<file path="src/rtl/pipe_ctrl_pkg.sv">
// Shared definitions for the pipeline controller: FSM state encoding,
// default register-specifier width, performance-counter width and a
// saturating increment helper used by the counters.
package pipe_ctrl_pkg;

  // Default register-specifier width (8 architectural registers).
  localparam int REG_W_DEF = 3;

  // Width of the stall/flush performance counters.
  localparam int CNT_W = 16;

  // Fixed state codes kept as plain constants so older code that compares
  // against raw 2-bit values stays compatible with the enum below.
  localparam logic [1:0] ST_RUN    = 2'd0;
  localparam logic [1:0] ST_DRAIN  = 2'd1;
  localparam logic [1:0] ST_HALTED = 2'd2;

  typedef enum logic [1:0] {
    RUN    = ST_RUN,
    DRAIN  = ST_DRAIN,
    HALTED = ST_HALTED
  } state_e;

  // Increment that sticks at all-ones instead of wrapping.
  function automatic logic [CNT_W-1:0] sat_inc(input logic [CNT_W-1:0] v);
    if (v == {CNT_W{1'b1}}) begin
      return v;
    end
    return v + CNT_W'(1);
  endfunction

endpackage

</file>
<file path="src/rtl/pipe_ctrl_hazard_detect.sv">
// hazard_detect: combinational load-use comparator.
// Ports: ID source specifiers + use flags, EX destination + load flag in;
//        lu_hazard out (ID instruction needs a value the EX load has not produced).
// Latency: purely combinational. No backpressure of its own.
module hazard_detect
  import pipe_ctrl_pkg::*;
#(
  parameter int REG_W = REG_W_DEF
) (
  input  logic [REG_W-1:0] id_rs,
  input  logic [REG_W-1:0] id_rt,
  input  logic             id_use_rs,
  input  logic             id_use_rt,
  input  logic [REG_W-1:0] ex_rd,
  input  logic             ex_memread,
  output logic             lu_hazard
);

  logic rs_match;
  logic rt_match;

  // Register 0 is deliberately not special-cased: a load targeting r0
  // still stalls a dependent reader.
  assign rs_match  = id_use_rs && (id_rs == ex_rd);
  assign rt_match  = id_use_rt && (id_rt == ex_rd);
  assign lu_hazard = ex_memread && (rs_match || rt_match);

endmodule

</file>
<file path="src/rtl/pipe_ctrl.sv">
// pipe_ctrl: 5-stage pipeline hazard / halt controller.
// Latency: enables, flush and bubble are combinational (same-cycle effect);
//   state, drain counter and performance counters update on the rising edge.
// Backpressure: dmem_busy freezes every pipeline register and holds FSM state.
//
// Ports:
//   clk, rst (async, active-low)
//   id_rs/id_rt/id_use_rs/id_use_rt/id_halt : instruction in ID
//   ex_rd/ex_memread/ex_branch_taken       : instruction in EX
//   dmem_busy                              : data memory stall
//   pc_write/if_id_write/ex_mem_write/mem_wb_write : register load enables
//   if_id_flush/id_ex_bubble               : NOP / bubble insertion
//   halted, stall_cnt, flush_cnt           : status and perf counters
//
// Configuration: define PIPE_CTRL_PERF_EN to build the stall/flush counters;
// without it the counter ports are tied to zero.
module pipe_ctrl
  import pipe_ctrl_pkg::*;
#(
  parameter int REG_W     = REG_W_DEF,
  parameter int DRAIN_CYC = 3
) (
  input  logic             clk,
  input  logic             rst,
  input  logic [REG_W-1:0] id_rs,
  input  logic [REG_W-1:0] id_rt,
  input  logic             id_use_rs,
  input  logic             id_use_rt,
  input  logic             id_halt,
  input  logic [REG_W-1:0] ex_rd,
  input  logic             ex_memread,
  input  logic             ex_branch_taken,
  input  logic             dmem_busy,
  output logic             pc_write,
  output logic             if_id_write,
  output logic             ex_mem_write,
  output logic             mem_wb_write,
  output logic             if_id_flush,
  output logic             id_ex_bubble,
  output logic             halted,
  output logic [CNT_W-1:0] stall_cnt,
  output logic [CNT_W-1:0] flush_cnt
);

  localparam int                DCNT_W    = $clog2(DRAIN_CYC) + 1;
  localparam logic [DCNT_W-1:0] DCNT_LAST = DCNT_W'(DRAIN_CYC - 1);

  state_e            state;
  state_e            state_nxt;
  logic [DCNT_W-1:0] dcnt;
  logic [DCNT_W-1:0] dcnt_nxt;
  logic              lu_hazard;

  hazard_detect #(
    .REG_W (REG_W)
  ) u_hazard_detect (
    .id_rs      (id_rs),
    .id_rt      (id_rt),
    .id_use_rs  (id_use_rs),
    .id_use_rt  (id_use_rt),
    .ex_rd      (ex_rd),
    .ex_memread (ex_memread),
    .lu_hazard  (lu_hazard)
  );

  // Enables and next-state. Priority: freeze > branch > load-use > halt.
  always_comb begin
    pc_write     = 1'b1;
    if_id_write  = 1'b1;
    ex_mem_write = 1'b1;
    mem_wb_write = 1'b1;
    if_id_flush  = 1'b0;
    id_ex_bubble = 1'b0;
    state_nxt    = state;
    dcnt_nxt     = dcnt;

    if (dmem_busy) begin
      // Whole pipeline freezes; FSM and drain progress hold too.
      pc_write     = 1'b0;
      if_id_write  = 1'b0;
      ex_mem_write = 1'b0;
      mem_wb_write = 1'b0;
    end else begin
      unique case (state)
        RUN: begin
          if (ex_branch_taken) begin
            if_id_flush  = 1'b1;
            id_ex_bubble = 1'b1;
          end else if (lu_hazard) begin
            // One bubble: next cycle the load has moved to MEM and the
            // comparator no longer matches.
            pc_write     = 1'b0;
            if_id_write  = 1'b0;
            id_ex_bubble = 1'b1;
          end else if (id_halt) begin
            pc_write     = 1'b0;
            if_id_write  = 1'b0;
            id_ex_bubble = 1'b1;
            state_nxt    = DRAIN;
            dcnt_nxt     = '0;
          end
        end

        DRAIN: begin
          if (ex_branch_taken) begin
            // An older branch resolved taken: the HALT was wrong-path.
            if_id_flush  = 1'b1;
            id_ex_bubble = 1'b1;
            state_nxt    = RUN;
            dcnt_nxt     = '0;
          end else begin
            pc_write     = 1'b0;
            if_id_write  = 1'b0;
            id_ex_bubble = 1'b1;
            if (dcnt == DCNT_LAST) begin
              state_nxt = HALTED;
              dcnt_nxt  = '0;
            end else begin
              dcnt_nxt = dcnt + DCNT_W'(1);
            end
          end
        end

        HALTED: begin
          // Front end stays parked; downstream keeps shifting bubbles.
          pc_write     = 1'b0;
          if_id_write  = 1'b0;
          id_ex_bubble = 1'b1;
        end

        default: begin
          state_nxt = RUN;
          dcnt_nxt  = '0;
        end
      endcase
    end
  end

  assign halted = (state == HALTED);

  always_ff @(posedge clk or negedge rst) begin
    if (!rst) begin
      state <= RUN;
      dcnt  <= '0;
    end else begin
      state <= state_nxt;
      dcnt  <= dcnt_nxt;
    end
  end

`ifdef PIPE_CTRL_PERF_EN
  logic [CNT_W-1:0] stall_q;
  logic [CNT_W-1:0] flush_q;

  // Stalls are only counted while the core is live; a parked core is not stalling.
  always_ff @(posedge clk or negedge rst) begin
    if (!rst) begin
      stall_q <= '0;
      flush_q <= '0;
    end else begin
      if (!pc_write && (state != HALTED)) begin
        stall_q <= sat_inc(stall_q);
      end
      if (if_id_flush) begin
        flush_q <= sat_inc(flush_q);
      end
    end
  end

  assign stall_cnt = stall_q;
  assign flush_cnt = flush_q;
`else
  assign stall_cnt = '0;
  assign flush_cnt = '0;
`endif

endmodule

</file>
<file path="config.mk">
export PLATFORM = sky130hd
export DESIGN_NAME = pipe_ctrl
export DESIGN_NICKNAME = d
export VERILOG_FILES = /design/src/rtl/pipe_ctrl_pkg.sv /design/src/rtl/pipe_ctrl_hazard_detect.sv /design/src/rtl/pipe_ctrl.sv
export SDC_FILE = /design/constraint.sdc
export NUM_CORES = 1
export LEC_CHECK = 0
export ABC_AREA = 1
export ABC_CLOCK_PERIOD_IN_PS = 1470
export CORE_MARGIN = 3
export CORE_UTILIZATION = 33
export CTS_BUF_LIST = sky130_fd_sc_hd__clkbuf_4
export DETAILED_ROUTE_END_ITERATION = 16
export PLACE_DENSITY = 0.79
export SYNTH_ARGS = -nofsm -noshare
export SYNTH_HDL_FRONTEND = slang
export SYNTH_SLANG_ARGS = --single-unit
</file>
<file path="constraint.sdc">
create_clock -name clk -period 1.47 [get_ports clk]
set_clock_uncertainty 0.15 [all_clocks]
set_input_delay 0.2205 -clock clk [delete_from_list [all_inputs] [get_ports clk]]
set_output_delay 0.2205 -clock clk [all_outputs]
set_load 0.005 [all_outputs]
</file>
==> flow_metrics.tcl <==
set metrics [dict create \
    syn2layout_area_growth_pct 45.2 \
    leakagePower_nw 0.646 \
    ys_types 19 \
    die_h_um 55.6 \
    cts_root_buf "clkbuf_4" \
    cp_slowest_cell "dfrtp_2" \
    violations "negative setup slack" \
    post_drt_wl_per_cell_um 8.93 \
    grt_max_degree 7 \
    period_share_pct 120 \
    worstPathMaxFanout 4 \
    numCtsBuffers 3 \
    totalWireLength_mm 1.74 \
    cts.clk_slew.worst_paths_ns 0.04 \
    die-width_um 55.6 \
    hold_viol 0 \
    htreeDepth 1 \
    via_count 777 \
    synth_xor_area_share_pct 0 \
    timing.critical_path.from_type "register" \
    cap_violations 0 \
    worst_skew_pair.late_latency_ns 0.23 \
    ys_ff_latch 5 \
    coreArea_sq_um 2280 \
    nets 189 \
    synth.avg_cell_area_sq_um 6.51 \
    arrival_ns 1.39 \
    post-route-util_pct 51.9 \
    seqCellArea_sq_um 126 \
    grt_pass1_vias 634 \
    setup_violations 10 \
    dr.pass1.iters 4 \
    grt_pass1_wl_mm 2.61 \
    grt_usage_pct 10.5 \
    fin_area_sq_um 1180 \
    synth_mux_area_share_pct 0 \
    numClockSinks 5 \
    fillCellCount 226 \
    fp.dieArea_sq_um 3100 \
    multiInputGateArea_sq_um 576 \
    dpl.hpwl_mm 1.30 \
    port-buffer-count 23 \
    place_congestion 0.842 \
    cts_tree "done" \
    syn_inst 125 \
    ctsLongestPathBuffers 2 \
    critical_path_class "register to primary output" \
    synth_compound_area_share_pct 6.46 \
    worstPathRequired_ns 1.10 \
    max_freq_mhz 567 \
    outcome "finished, violations left" \
    rows 17 \
    ys_warn_count 0 \
    io_pins 56 \
    synth_top_family_by_area "buffers and inverters" \
    min_period_ns 1.76 \
    synth_area_sq_um 813 \
    diodes 0 \
    drt_iter0_drc 14 \
    layout_setup_ws_ns -0.295 \
    final_cell_mix "32 x conb_1, 23 x nand2_1, 16 x buf_4, 15 x inv_1, 12 x dlygate4sd2_1" \
    rsz0062_at_grt "true" \
    ant_nets 0 \
    holdCritPathClass "primary input to async pin" \
    p_per_area_nw_per_um2 1220 \
    slowest_delay_ns 0.44 \
    synthSimpleGateAreaFrac_pct 30.9 \
    via_per_inst 3.98 \
    cp_cell_sequence "buf_4 -> ha_4 -> or2_4 -> a21oi_2 -> buf_2" \
    ys_seq_area_share_pct 15.4 \
    report.final.slew_viol_count 0 \
    ir_drop_uv 994 \
    drive_gt1_share_pct 35.3 \
    start_util_pct 35.7 \
    overflow 0 \
    dpl-instance-area_sq_um 1020 \
    mostFrequentLayoutCell "conb_1" \
    synthAdderAreaFrac_pct 6.15 \
    antenna_found_initial 0 \
    worst_setup_path_end_kind "primary output" \
    drc_errors 0 \
]
## routing by layer
layer,vias to the layer above,GRT usage [%],share of wire (%)
li1,395,-,-
met1,348,13.3,39
met2,34,16.9,52
met3,0,1.86,8.8
met4,0,5.21,0
met5,-,0,0
## cell families after synthesis
group                      count (synthesis)
DFF                                        5
adders and majority gates                  4
and+or+nand+nor                           52
AOI/OAI and AO/OA                          9
buffers and inverters                     54
other                                      1
## per-stage QoR
stage / hold WS [ns] / total power [W] / std cells / worst slack [ns] / TNS, ns
after global placement: 0.298 / 0.000991 / 181 / -0.853 / -4.71
after global routing: 0.0440 / 0.00155 / 195 / -0.360 / -3.03
after floorplan: -0.225 / 0.000733 / 156 / -0.0284 / -0.0284
after CTS: 0.0421 / 0.00132 / 192 / -0.287 / -2.02
final: 0.0464 / 0.00144 / 195 / -0.295 / -2.37
after detailed placement: 0.298 / 0.00101 / 181 / -0.863 / -4.81
## cell usage after synthesis, drive strengths merged
cell type   n  area, sq um
a21oi       5         32.5
ha          4         50.1
nand2      30          123
conb        1         3.75
nand3       9         62.6
nor2       11         43.8
or2         1         6.26
buf        34          255
inv        20         75.1
o21ai       4         20.0
nor3        1         16.3
dfrtp       5          125
## where the power goes
part	internal, W	switching (W)	total (W)
logic	0.000535	0.000509	0.00104
clock network	0.000121	0.0000496	0.000170
registers	0.000180	0.0000440	0.000224
total	0.000835	0.000602	0.00144
## sequential cells by signal, summed over array words and instances (netlist names)
name and count:
dcnt 3, state 2
## critical path: cells and delay by family, from the launching register on
family          cells  cell delay, ns
flops               1            0.44
fa+ha+maj           1            0.15
buf+inv             2            0.27
compound gates      1            0.09
simple gates        1            0.22
## what timing repair did
action,CTS,global route
buffers inserted,8,4
hold buffers,0,0
pin swaps,16,14
gates resized for setup,50,11
endpoints found under the setup margin,12,10
## area by class of cell
type                            count  share of cell area (%)
Timing Repair Buffer               41                    28.7
Clock buffer                        4                    2.54
Tap cell                           28                    2.97
Multi-Input combinational cell     97                    48.7
Inverter                           20                    6.36
Sequential cell                     5                    10.7
## final timing paths
kind | start | endpoint | slack (ns) | depth (start not counted)
max | state[0] | id_ex_bubble | -0.29 | 5
min | rst | state[1] | 0.05 | 1
max reg2reg | state[0] | state[0] | -0.27 | 8
min reg2reg | dcnt[2] | dcnt[2] | 0.37 | 2
max in group asynchronous | rst | state[0] | 0.93 | 1
min in group clk | dcnt[2] | dcnt[2] | 0.37 | 2
(Power assumes the default switching activity.)
